--- config.mk ---
export PLATFORM = sky130hd
export DESIGN_NAME = dc_restore_filter_flat
export DESIGN_NICKNAME = d
export VERILOG_FILES = /design/src/rtl/dc_restore_filter_if.sv /design/src/rtl/dc_restore_filter.sv /design/src/flat_wrapper.sv
export SDC_FILE = /design/constraint.sdc
export NUM_CORES = 1
export LEC_CHECK = 0
export BUFFER_PORTS_ARGS = -buffer_cell sky130_fd_sc_hd__buf_2
export CAP_MARGIN = 20
export CORE_ASPECT_RATIO = 1.25
export CORE_MARGIN = 5
export CORE_UTILIZATION = 30
export DETAILED_ROUTE_END_ITERATION = 10
export GPL_ROUTABILITY_DRIVEN = 0
export MAX_ROUTING_LAYER = met4
export PLACE_DENSITY_LB_ADDON = 0.2
export SETUP_SLACK_MARGIN = 0.02
export SYNTH_ARGS = -nofsm -noshare
export SYNTH_HDL_FRONTEND = slang
export SYNTH_SLANG_ARGS = --single-unit
--- constraint.sdc ---
create_clock -name clk -period 3.6 [get_ports clk]
set_input_delay 0.72 -clock clk [delete_from_list [all_inputs] [get_ports clk]]
set_output_delay 0.72 -clock clk [all_outputs]
set_load 0.1 [all_outputs]
--- src/rtl/dc_restore_filter_if.sv ---
// Sample-sink handshake for the DC-restore stage: filtered samples in,
// reconstructed samples and saturation pulse out.
interface dc_restore_filter_if #(
  parameter int DATA_W = 16
);
  logic signed [DATA_W-1:0] data_in;
  logic                     data_valid;
  logic                     data_ready;
  logic signed [DATA_W-1:0] data_out;
  logic                     data_out_valid;
  logic                     sat_flag;

  modport master (
    output data_in, data_valid,
    input  data_ready, data_out, data_out_valid, sat_flag
  );

  modport slave (
    input  data_in, data_valid,
    output data_ready, data_out, data_out_valid, sat_flag
  );
endinterface

--- src/rtl/dc_restore_filter.sv ---
// Inverse of the first-order DC-removal stage: x[n] = x[n-1] + y[n]/alpha - y[n-1],
// with 1/alpha applied by a bit-serial shift-add multiplier and a saturated output.
module dc_restore_filter #(
  parameter int              DATA_W    = 16,
  parameter int              COEF_W    = 16,
  parameter logic [COEF_W-1:0] INV_ALPHA = 16'h4010
) (
  input  logic               clk,
  input  logic               rst,
  input  logic               clear,
  dc_restore_filter_if.slave ifc
);

  localparam int PW    = DATA_W + COEF_W + 1;
  localparam int CW    = (COEF_W > 1) ? $clog2(COEF_W) : 1;
  localparam int SHIFT = COEF_W - 2;
  localparam int HI_I  = 2**(DATA_W-1) - 1;
  localparam logic signed [PW-1:0] SUM_HI = PW'(HI_I);
  localparam logic signed [PW-1:0] SUM_LO = PW'(-HI_I - 1);
  localparam logic [CW-1:0]        LAST   = CW'(COEF_W - 1);

  typedef enum logic [1:0] {IDLE, MUL, ACC} state_t;

  state_t                   state_q, state_d;
  logic signed [DATA_W-1:0] x_prev, y_prev, y_cur, out_p1;
  logic signed [PW-1:0]     acc, acc_step, sum;
  logic [CW-1:0]            cnt;
  logic                     accept, coef_bit, vld_p1, sat_p1;

  function automatic logic signed [PW-1:0] sext(input logic signed [DATA_W-1:0] v);
    return {{(PW-DATA_W){v[DATA_W-1]}}, v};
  endfunction

  function automatic logic out_of_range(input logic signed [PW-1:0] v);
    return (v > SUM_HI) || (v < SUM_LO);
  endfunction

  function automatic logic signed [DATA_W-1:0] saturate(input logic signed [PW-1:0] v);
    if (v > SUM_HI)      return SUM_HI[DATA_W-1:0];
    else if (v < SUM_LO) return SUM_LO[DATA_W-1:0];
    return v[DATA_W-1:0];
  endfunction

  assign ifc.data_ready     = (state_q == IDLE) && !clear;
  assign ifc.data_out       = out_p1;
  assign ifc.data_out_valid = vld_p1;
  assign ifc.sat_flag       = sat_p1;
  assign accept             = ifc.data_valid && ifc.data_ready;

  // MUL: coefficient consumed MSB first, so each step doubles the partial product
  assign coef_bit = INV_ALPHA[LAST - cnt];
  assign acc_step = (acc <<< 1) + (coef_bit ? sext(y_cur) : {PW{1'b0}});

  // ACC: floor-shift the exact product back to sample scale and close the recursion
  assign sum = sext(x_prev) + (acc >>> SHIFT) - sext(y_prev);

  always_comb begin
    state_d = state_q;
    unique case (state_q)
      IDLE:    if (accept) state_d = MUL;
      MUL:     if (cnt == LAST) state_d = ACC;
      ACC:     state_d = IDLE;
      default: state_d = IDLE;
    endcase
    if (clear) state_d = IDLE;
  end

  always_ff @(posedge clk) begin
    if (rst) state_q <= IDLE;
    else     state_q <= state_d;
  end

  always_ff @(posedge clk) begin
    if (rst || clear) begin
      x_prev <= '0;
      y_prev <= '0;
      y_cur  <= '0;
      acc    <= '0;
      cnt    <= '0;
      vld_p1 <= 1'b0;
      sat_p1 <= 1'b0;
      if (rst) out_p1 <= '0;
    end else begin
      vld_p1 <= 1'b0;
      sat_p1 <= 1'b0;
      unique case (state_q)
        IDLE: begin
          if (accept) begin
            y_cur <= ifc.data_in;
            acc   <= '0;
            cnt   <= '0;
          end
        end
        MUL: begin
          acc <= acc_step;
          cnt <= cnt + 1'b1;
        end
        ACC: begin
          out_p1 <= saturate(sum);
          vld_p1 <= 1'b1;
          sat_p1 <= out_of_range(sum);
          x_prev <= saturate(sum);
          y_prev <= y_cur;
        end
        default: ;
      endcase
    end
  end

endmodule

--- src/flat_wrapper.sv ---
// flat-port wrapper written by rule: the top's interface ports become plain ports
module dc_restore_filter_flat 
#(
  parameter int              DATA_W    = 16,
  parameter int              COEF_W    = 16,
  parameter logic [COEF_W-1:0] INV_ALPHA = 16'h4010
)
  (clk, rst, clear, ifc_data_in, ifc_data_valid, ifc_data_ready, ifc_data_out, ifc_data_out_valid, ifc_sat_flag);
  dc_restore_filter_if #(.DATA_W(DATA_W)) ifc_i ();
  input  logic clk;
  input  logic rst;
  input  logic clear;
  input wire logic [$bits(ifc_i.data_in)-1:0] ifc_data_in;
  input wire logic [$bits(ifc_i.data_valid)-1:0] ifc_data_valid;
  output wire logic [$bits(ifc_i.data_ready)-1:0] ifc_data_ready;
  output wire logic [$bits(ifc_i.data_out)-1:0] ifc_data_out;
  output wire logic [$bits(ifc_i.data_out_valid)-1:0] ifc_data_out_valid;
  output wire logic [$bits(ifc_i.sat_flag)-1:0] ifc_sat_flag;
  assign ifc_i.data_in = ifc_data_in;
  assign ifc_i.data_valid = ifc_data_valid;
  assign ifc_data_ready = ifc_i.data_ready;
  assign ifc_data_out = ifc_i.data_out;
  assign ifc_data_out_valid = ifc_i.data_out_valid;
  assign ifc_sat_flag = ifc_i.sat_flag;
  dc_restore_filter #(.DATA_W(DATA_W), .COEF_W(COEF_W), .INV_ALPHA(INV_ALPHA)) u_core (.clk(clk), .rst(rst), .clear(clear), .ifc(ifc_i));
endmodule
# Word-level counts from Yosys, hierarchy flattened
# Memories as Yosys holds them, arrays and structs flattened.
# Index checks and enable logic that the tools add are counted.
[totals]
elab_cells = 59
inputBits = 20
mem_count = 1
register_bits = 105
mem_bits_ro = 16
out_inout_bits = 19
[op_classes]
bitwise = 1
reduce_logical = 14
n_addsub = 5
n_lt_le_gt_ge = 3
muxes = 20
eq_ne = 6
[mem_list]
columns = ["name", "words", "word_bits", "read_ports", "rd_clocked_by_memory_dff", "write_ports", "line_no", "source"]
rows = [
  ["(name not given)", 16, 1, 1, 0, 0, "dc_restore_filter.sv:51", "assign coef_bit = INV_ALPHA[LAST - cnt];"],
]
[op_table]
columns = ["operator", "n"]
rows = [
  ["two-way mux 16 bit", 6],
  ["two-way mux 33 bit", 2],
  ["case mux 33 bit (2 select lines)", 1],
  ["adder 33 bit", 1],
  ["> comparator 33 x 16 -> 1 bit (second input constant)", 1],
  ["less-than comparator 33 x 16 -> 1 bit (second input constant)", 1],
  ["subtractor 20 x 16 -> 21 bit", 1],
  ["adder 16 x 19 -> 20 bit", 1],
  ["case mux 4 bit (2 select lines)", 1],
  ["AND reduction 2 bit", 4],
  ["two-way mux 1 bit", 6],
  ["less-than comparator 4 x 5 -> 1 bit (second input constant)", 1],
  ["adder 4 x 1 -> 4 bit (second input constant)", 1],
  ["equality test 4 bit (second input constant)", 1],
  ["two-way mux 2 bit", 2],
  ["two-way mux 4 bit", 1],
  ["inequality test 2 x 1 -> 1 bit (second input constant)", 2],
  ["case mux 2 bit (2 select lines)", 1],
  ["nonzero test 2 bit", 2],
  ["OR reduction 2 bit", 2],
  ["subtractor 4 bit (first input constant)", 1],
  ["equality test 2 x 1 -> 1 bit (second input constant)", 1],
  ["equality test 2 bit (second input constant)", 1],
  ["logical AND 1 bit", 2],
  ["5 further kinds", 6],
]

# Logic depth before layout (Yosys ltp)
# Gate-level depths: netlist of run 1.
[depth]
depth_word = 10
ltp_mapped = 16
ltp_nobuf = 15

# Worst setup path before layout of run 1
# OpenSTA, ideal clock, no wires.
[synth_timing]
path_kind = "register to register"
from = "reg u_core.cnt[0]"
to = "reg u_core.acc[30]"
path_stages_with_launch = 16
n_path_buf = 1
setup_time_ns = 0.129
period_less_slack_ns = 4.025
setup_slack_ns = -0.425
arrival_time_ns = 3.896
path_cell_list = "dfxtp_1 -> ha_1 -> ha_1 -> a22oi_1 -> nor2b_1 -> ha_1 -> buf_2 -> and4_1 -> nor2b_1 -> a311oi_2 -> a21oi_1 -> or4_1 -> a31o_2 -> a21oi_1 -> xor2_1 -> o21ai_0"
[synth_between]
elab_chain_len = 6
[synth_lines]
columns = ["item", "line_no", "source"]
rows = [
  ["start, declared", "dc_restore_filter.sv:27", "logic [CW-1:0] cnt;"],
  ["start signal, assigned", "dc_restore_filter.sv:96", "cnt <= cnt + 1'b1;"],
  ["subtractor 4 bit", "dc_restore_filter.sv:51", ""],
  ["memory read (16 x 1 bit)", "--", ""],
  ["two-way mux 1 bit (implied by the code)", "dc_restore_filter.sv:51", ""],
  ["two-way mux 33 bit", "dc_restore_filter.sv:52", "assign acc_step = (acc <<< 1) + (coef_bit ? sext(y_cur) : {PW{1'b0}});"],
  ["adder 33 bit", "dc_restore_filter.sv:52", ""],
  ["case mux 33 bit (2 select lines)", "dc_restore_filter.sv:86", "unique case (state_q)"],
  ["end signal, assigned", "dc_restore_filter.sv:95", "acc <= acc_step;"],
  ["end, declared", "dc_restore_filter.sv:26", "logic signed [PW-1:0] acc, acc_step, sum;"],
]
# Every way passes these cells. The select of a mux whose other input is x is not followed.
# A chain may end at the register's enable or synchronous reset.

# Worst setup path after layout of run 1
[layout_timing]
from = "reg u_core.x_prev[1]"
to = "reg u_core.x_prev[3]"
[layout_between]
elab_chain_len = 8
elab_cells_between_ends = 10
cone_classes = "add/sub (2); order compare (2); mux (6)"
[layout_lines]
columns = ["item", "line_no", "source"]
rows = [
  ["start, declared", "dc_restore_filter.sv:25", "logic signed [DATA_W-1:0] x_prev, y_prev, y_cur, out_p1;"],
  ["start signal, assigned", "dc_restore_filter.sv:102", "x_prev <= saturate(sum);"],
  ["adder 16 x 19 -> 20 bit (*)", "dc_restore_filter.sv:55", "assign sum = sext(x_prev) + (acc >>> SHIFT) - sext(y_prev);"],
  ["subtractor 20 x 16 -> 21 bit (*)", "dc_restore_filter.sv:55", ""],
  ["less-than comparator 33 x 16 -> 1 bit", "dc_restore_filter.sv:40", "else if (v < SUM_LO) return SUM_LO[DATA_W-1:0];"],
  ["two-way mux 1 bit", "dc_restore_filter.sv:40", ""],
  ["two-way mux 1 bit", "dc_restore_filter.sv:39", "if (v > SUM_HI) return SUM_HI[DATA_W-1:0];"],
  ["two-way mux 1 bit", "dc_restore_filter.sv:86", ""],
  ["two-way mux 1 bit", "dc_restore_filter.sv:74", "if (rst || clear) begin"],
  ["two-way mux 16 bit (*)", "dc_restore_filter.sv:41", "return v[DATA_W-1:0];"],
]
# Mark *: on every way between the ends. The rest lies on a longest branch, timed or not. The select of a mux whose other input is x is not followed.

==> results.md, run 1 <==
- Status: finished, violations left
- Failing checks: negative setup slack
- Final clock skew: 0.0112 ns
- Total wire length: between 20 and 25 mm
- Slowest stage delay, CP: between 0.5 and 0.6 ns
- WP depth: 15
- Setup crit end: u_core.x_prev[3]
- DRC Markers: 0
- Setup violators final: 30
- Port bufs: 38
- Setup CP Type: flip-flop to flip-flop
- CTS tree: done
- Tot GR Track Use: 15.7%
- Unique masters post-synth: 74
- Crit path buf inv count: 4
- Min-Delay Path Class: flip-flop to flip-flop
- Initial Util: a little over 30%
- Chip Height: ~180 um
- First-pass GRT wire length: roughly 33 mm
- Leakage: roughly 3.9 nW
- Core area: approximately 0.023 mm2
- Initial antenna violation count: 0
- Largest fanout on the critical path: 8
- WL per Instance: 15.4 um
- CTS Root Cell: clkbuf_16
- Period utilization: 103%
- Count leader, synth: nand2_1
- Die X-Extent: around 150 um
- Synthesized cell area: about 0.0071 mm2
- Diodes inserted: 0
- Initial DRT Pass Iterations: 4
- Clk sinks: ~110
- Post-synthesis sequential area ratio: between 30% and 40%
- Critical path's most frequent cell: inv_2
- Largest area contributor in the netlist: dfxtp_1
- Worst R2R Start: u_core.x_prev[1]
- Largest net degree at the start of global routing: between 40 and 50
- Top post-synthesis cells by area: dfxtp_1 25%, ha_1 9.7%, a21oi_1 7.3%, edfxtp_1 6.8%, nand2_1 6.5%
- Global route total overflow: 0
- Cells along the critical path: inv_2, fa_1, inv_2, fa_2, a21o_4, a221oi_4, nor3_2, o31ai_2, a311oi_1, xor2_1, buf_4, o41a_4, nor2_8, buf_12, a221oi_1
- Clock transition at path regs: 0.08 ns
- Max-Cap Viols: 0
- Boundary Pins: 39
- Rel. slew slack: between 40 and 50%
- CTS max path bufs: 2
- Area delta synth->final: 32.7%
- Total power: roughly 2.4 mW
- Async S/R FF share, synth: 0%
- Slew Viols, Final: 0
- Die ar.: 0.0268 mm2
- CP Capture Type: flip-flop
- Post-synth top area share: 25.1%
- Post-synth EDFFs: 16
- Final hold violations: 0
- Clock Latency Late Sink: ~0.36 ns
- Fmax: roughly 270 MHz
- Top FF cell, synth: dfxtp_1
- Vias in the first global route: 6496
- Total number of yosys warnings: 0
- Slowest cell on crit path: fa_1
- Syn_nets: 938
- Syn_area_per_cell: 8.41 um2
- VDD IR max: approximately 0.00023 V
- Max H-tree Level: 3
- Count of state elements after synthesis: about 110
- Type of origin of the critical path: flip-flop
- CP top delay family: compound AO/OA/AOI/OAI gates
- Worst reg2reg setup slack: -0.1 ns
- CTS Buf Count: 9
- Worst-margin pin slew: 0.892 ns
- Fin crit period: between 3 and 4 ns
- CP Data Arrival Time: around 3.9 ns
- CP required: roughly 3.8 ns
- RSZ-0062 raised after global routing: true
- Initial DRC Count: between 200 and 300
- Layout Utilization: between 40% and 50%
- Cells after synthesis: ~840
- Vias/cell: 4.88
- Final setup margin: -0.0993 ns
- Number of core rows: between 60 and 70
- Final net count: between 1k and 1.5k
- Post-route ant nets: 0
- Via count: between 6k and 7k
- DP HPWL: about 15 mm
- Share of layout cells above drive strength 1: 31.3%
- R2R depth: 15
- PD cells: between 200 and 300 mW/mm2
- Crit path from: u_core.x_prev[1]
- FF-to-FF End: u_core.x_prev[3]
- Synth cell count leaders: 122 x nand2_1, 104 x a21oi_1, 89 x dfxtp_1
final cells by class:
cell class              instances  area (um2)
clock buffers                   9         225
repair inverters                1        11.3
inverters                      85         327
multi-input cells             617        4750
well taps                     292         365
fillers                      2417       14100
repair buffers                188        1400
flip-flops and latches        105        2270
clock inverters                 7        68.8
worst min-delay path by stage:
| stage | from | to | slack (ns) | depth (start not counted) |
|---|---|---|---|---|
| floorplan | u_core.acc[32] | u_core.acc[32] | 0.43 | 2 |
| CTS | u_core.acc[32] | u_core.acc[32] | 0.46 | 2 |
| detailed placement | u_core.acc[32] | u_core.acc[32] | 0.45 | 2 |
| finish | u_core.acc[32] | u_core.acc[32] | 0.46 | 2 |
| global placement | u_core.acc[32] | u_core.acc[32] | 0.45 | 2 |
| global route | u_core.acc[10] | u_core.acc[10] | 0.50 | 2 |
metrics by stage:
stage	setup slack (ns)	instances	area [um2]	setup TNS [ns]	hold slack, ns
CTS	-0.0836	1297	9110	-1.42	0.463
detailed placement	-0.301	1271	8510	-8.52	0.452
finish	-0.0993	1304	9410	-1.71	0.458
global route	-0.225	1304	9410	-5.62	0.497
global placement	-0.245	1271	8510	-7.09	0.450
floorplan	0.0268	843	7130	0	0.425
state kept, by name (all words and copies together), names as in the netlist:
signal / cells
u_core.acc: 33
u_core.ifc.data_out_valid: 1
u_core.ifc.sat_flag: 1
u_core.state_q: 2
u_core.cnt: 4
u_core.y_prev: 16
u_core.y_cur: 16
u_core.ifc.data_out: 16
u_core.x_prev: 16
placed cells by master, fill, tap and decap left out, types with 23 or more instances in the layout:
cell type / instances
buf_4: 137
buf_2: 38
a21oi_1: 92
dfxtp_1: 84
o21ai_0: 23
nand2_1: 117
xnor2_1: 25
nor2_1: 46
inv_1: 81
ha_1: 40
cell families after synthesis:
group | Yosys count | share of synthesized area [%]
AND/OR/NAND/NOR | 266 | 17.7
AO/OA/AOI/OAI | 229 | 21.8
buffers and inverters | 122 | 7.55
flip-flops | 105 | 31.9
adder cells (fa/ha/maj) | 75 | 15.3
XOR/XNOR | 44 | 5.43
multiplexers | 2 | 0.300
repair_timing:
action	in CTS	in global routing
setup buffers	8	7
pin swaps	31	20
hold buffers	0	0
cloned	2	0
setup endpoints to repair	37	42
resized for setup	49	47
per-layer routing:
layer  global-route usage [%]  routed length, um
met2                     27.2               9980
met4                     3.77                334
met3                     1.90                459
met1                     19.4               9280
met5                        -                  0
report_power, final:
part | switching (mW) | internal, mW | leakage [nW] | total [mW]
Combinational | 0.117 | 0.0302 | 2.83 | 0.148
Sequential | 0.00542 | 1.20 | 0.885 | 1.20
Clock | 0.515 | 0.493 | 0.146 | 1.01
worst min-delay path, stage by stage, from the launching register on:
cell	delay, ns
dfxtp_1	0.32
nand2_1	0.05
o21ai_1	0.05
No activity file was read; power rests on OpenSTA's default activity.
==> run 2, diff against run 1 <==
--- a/config.mk
+++ b/config.mk
@@ -9,12 +9,13 @@
 export CAP_MARGIN = 20
 export CORE_ASPECT_RATIO = 1.25
 export CORE_MARGIN = 5
-export CORE_UTILIZATION = 30
+export CORE_UTILIZATION = 52
 export DETAILED_ROUTE_END_ITERATION = 10
 export GPL_ROUTABILITY_DRIVEN = 0
 export MAX_ROUTING_LAYER = met4
 export PLACE_DENSITY_LB_ADDON = 0.2
 export SETUP_SLACK_MARGIN = 0.02
+export SLEW_MARGIN = 5
 export SYNTH_ARGS = -nofsm -noshare
 export SYNTH_HDL_FRONTEND = slang
 export SYNTH_SLANG_ARGS = --single-unit
==> run 2 against run 1 <==
The flow still finishes with violations (negative setup slack). Non-clock buffer count shrank 37. Cell count shrank 12%. Die area decreased by 40%. Global-route usage grew 7.6 points. Flip-flop and latch count did not move. Sequential power barely moved. Sequential share of layout area grew 1.1 points. Register-to-register slack worse by 0.04 ns. Combinational power fell by 5%. Design area down 4.3%. Core utilization up 28 points. Largest power group unchanged.
==> results.md, run 2 (synthesis results as in run 1) <==
- Status: finished, violations left (unchanged)
- Failing checks: negative setup slack (unchanged)
- Hold Crit Start: u_core.acc[32] (unchanged)
- Initial Util: 53.4% (was 30.2%)
- Hold_ws: 0.453 ns (was 0.458 ns)
- Placement Setup Slack: -0.206 ns (was -0.301 ns)
- RSZ-0062 raised after global routing: true (unchanged)
- Area of the multi-input gates: 0.00478 mm2 (was 0.00475 mm2)
- Sequential power share: 52.6% (was 51.0%)
- Gate power share: 6.2% (was 6.3%)
- Leakage: 3.65 nW (was 3.86 nW)
- Crit path from: u_core.acc[15] (was u_core.x_prev[1])
- Number of core rows: 47 (was 63)
- Setup_tns: -2.94 ns (was -1.71 ns)
- Layout Utilization: 67.8% (was 40.1%)
- Final net count: 1064 (was 1102)
- Core area: 0.0133 mm2 (was 0.0235 mm2)
- Chip Height: 141 um (was 182 um)
- Period utilization: 104% (was 103%)
- Via count: 6353 (was 6363)
- Power share of the clock group: 41.3% (was 42.7%)
- Area delta synth->final: 27.0% (was 32.7%)
- Clk sinks: 105 (unchanged)
- Post-route ant nets: 0 (unchanged)
- VDD IR max: 0.000234 V (was 0.000232 V)
- Boundary Pins: 39 (unchanged)
- Vias in the first global route: 6332 (was 6496)
- Rel. slew slack: 29.4% (was 40.2%)
- Critical path's most frequent cell: inv_2 (unchanged)
- WL per Instance: 16.3 um (was 15.4 um)
- Vias/cell: 5.55 (was 4.88)
- Worst R2R Start: u_core.acc[15] (was u_core.x_prev[1])
- Setup violators final: 30 (unchanged)
- First-pass GRT wire length: 29.9 mm (was 33.2 mm)
- Most common cell after layout, fill and taps aside: nand2_1 (was buf_4)
- Slowest cell on crit path: fa_1 (unchanged)
- Max FFs per register: 33 (unchanged)
- DP HPWL: 13.2 mm (was 14.8 mm)
- CTS max path bufs: 2 (unchanged)
- Global route total overflow: 0 (unchanged)
- Initial DRC Count: 372 (was 266)
- Max H-tree Level: 3 (unchanged)
- Cells along the critical path: inv_2, fa_1, inv_2, fa_2, a21o_4, a221oi_4, nor3_2, o31ai_2, a311oi_1, xor2_1, buf_4, o41a_4, nor2_8, buf_12, a221oi_2 (was inv_2, fa_1, inv_2, fa_2, a21o_4, a221oi_4, nor3_2, o31ai_2, a311oi_1, xor2_1, buf_4, o41a_4, nor2_8, buf_12, a221oi_1)
- Tot GR Track Use: 23.3% (was 15.7%)
- FF+latch area: 0.00227 mm2 (about the same)
- CTS tree: done (unchanged)
- Share of layout cells above drive strength 1: 28.1% (was 31.3%)
- CP Capture Type: flip-flop (unchanged)
- Type of origin of the critical path: flip-flop (unchanged)
- Min-Delay Path Class: flip-flop to flip-flop (unchanged)
- PD cells: 254 mW/mm2 (was 251 mW/mm2)
- Clock transition at path regs: 0.07 ns (was 0.08 ns)
- Slew Viols, Final: 0 (unchanged)
- Biggest register: u_core.acc (unchanged)
- Worst-margin pin slew: 1.06 ns (was 0.892 ns)
- Initial DRT Pass Iterations: 5 (was 4)
- Final clock skew: 0.00664 ns (was 0.0112 ns)
- Largest fanout on the critical path: 8 (unchanged)
- Total power: 2.29 mW (was 2.36 mW)
- CP required: 3.80 ns (was 3.82 ns)
- Largest net degree at the start of global routing: 59 (was 48)
- Crit path buf inv count: 4 (unchanged)
- Max-Cap Viols: 0 (unchanged)
- R2R depth: 15 (unchanged)
- # fillers: 1080 (was 2417)
- CP top delay family: compound AO/OA/AOI/OAI gates (unchanged)
- Worst reg2reg setup slack: -0.14 ns (was -0.1 ns)
- Sw Ratio: 25.0% (was 27.0%)
- WHS Endpoint: u_core.acc[32] (unchanged)
- Most frequent cells in the layout: 120 x nand2_1, 99 x buf_4, 96 x a21oi_1 (was 137 x buf_4, 117 x nand2_1, 92 x a21oi_1)
- Diodes inserted: 0 (unchanged)
- CTS Root Cell: clkbuf_16 (unchanged)
- DRC Markers: 0 (unchanged)
- CTS Buf Count: 9 (unchanged)
- Die X-Extent: 114 um (was 148 um)
- Int Power: 1.72 mW (about the same)
- Slowest stage delay, CP: 0.54 ns (about the same)
- Final setup margin: -0.136 ns (was -0.0993 ns)
- Post-CTS Hold Buffers: 0 (unchanged)
- Final hold violations: 0 (unchanged)
- Port bufs: 38 (unchanged)
- Initial antenna violation count: 0 (unchanged)
- Sw Pwr: 0.572 mW (was 0.638 mW)
- CP Data Arrival Time: 3.93 ns (was 3.92 ns)
- Setup CP Type: flip-flop to flip-flop (unchanged)
- Die ar.: 0.0161 mm2 (was 0.0268 mm2)
- Hold Path Stages: 2 (unchanged)
- Fin crit period: 3.74 ns (was 3.70 ns)
- Total wire length: 18.7 mm (was 20.1 mm)
- FF-to-FF End: u_core.x_prev[7] (was u_core.x_prev[3])
- Fmax: 268 MHz (was 270 MHz)
- Clock Latency Late Sink: 0.34 ns (was 0.36 ns)
## run 2: cell count changes in the layout (fill, tap and decap cells not counted), moves of 3 or more
cell / change
nand2_2: -8
buf_4: -38
nand2_1: +3
a221oi_1: -4
a21oi_2: -3
a221oi_2: +3
nand2_4: +5
a21oi_1: +4
o21ai_2: -3
inv_8: -4
## run 2: layout make-up
class / count / share of cell area (%)
Clock inverter: 5 / 0.431
Inverter: 85 / 3.62
Timing Repair Buffer: 151 / 12.6
Tap cell: 171 / 2.37
Sequential cell: 105 / 25.2
Clock buffer: 11 / 2.69
Multi-Input combinational cell: 617 / 53.1
## run 2: worst reg2reg max path, delay by kind of cell (launching register included)
kind	cells	cell delay [ns]
AOI/OAI and AO/OA	6	1.54
xor gates and xnor gates	1	0.18
adders and majority gates	2	0.89
buffers and inverters	4	0.42
DFF	1	0.33
and+or+nand+nor	2	0.25
## run 2: worst max-delay path by stage
stage / end / depth (start not counted)
finish: u_core.x_prev[7] / 15
global route: u_core.x_prev[5] / 16
CTS: u_core.x_prev[1] / 15
detailed placement: u_core.x_prev[1] / 12
global placement: u_core.x_prev[0] / 12
floorplan: u_core.acc[30] / 15
## run 2: per-layer routing
| metal | vias to the layer above | GRT usage [%] | part of all wire [%] |
|---|---|---|---|
| met3 | 37 | 3.02 | 3.4 |
| met4 | 0 | 8.44 | 2.8 |
| met2 | 142 | 40.4 | 51 |
| met5 | - | - | 0 |
| li1 | 3160 | - | - |
| met1 | 3014 | 27.4 | 42 |
## run 2: timing repair
| action | in CTS | in global routing |
|---|---|---|
| resized for setup | 52 | 50 |
| pin swaps | 33 | 55 |
| cloned | 2 | 0 |
| setup endpoints to repair | 38 | 38 |
| buffers inserted | 13 | 8 |
## run 2: through the flow
step                area, um2  std cells
finish                   9010       1145
global route             9010       1145
CTS                      8720       1137
detailed placement       8000       1107
global placement         8000       1107
floorplan                7130        843
## run 2: power by group through the flow
stage          clock network [mW]  logic (mW)  registers, mW
5_1_grt                      1.02       0.148           1.20
3_5_place_dp                    0       0.137           1.23
3_3_place_gp                    0       0.136           1.23
6_report                    0.946       0.141           1.20
2_1_floorplan                   0      0.0541           1.28
4_1_cts                     0.960       0.139           1.20
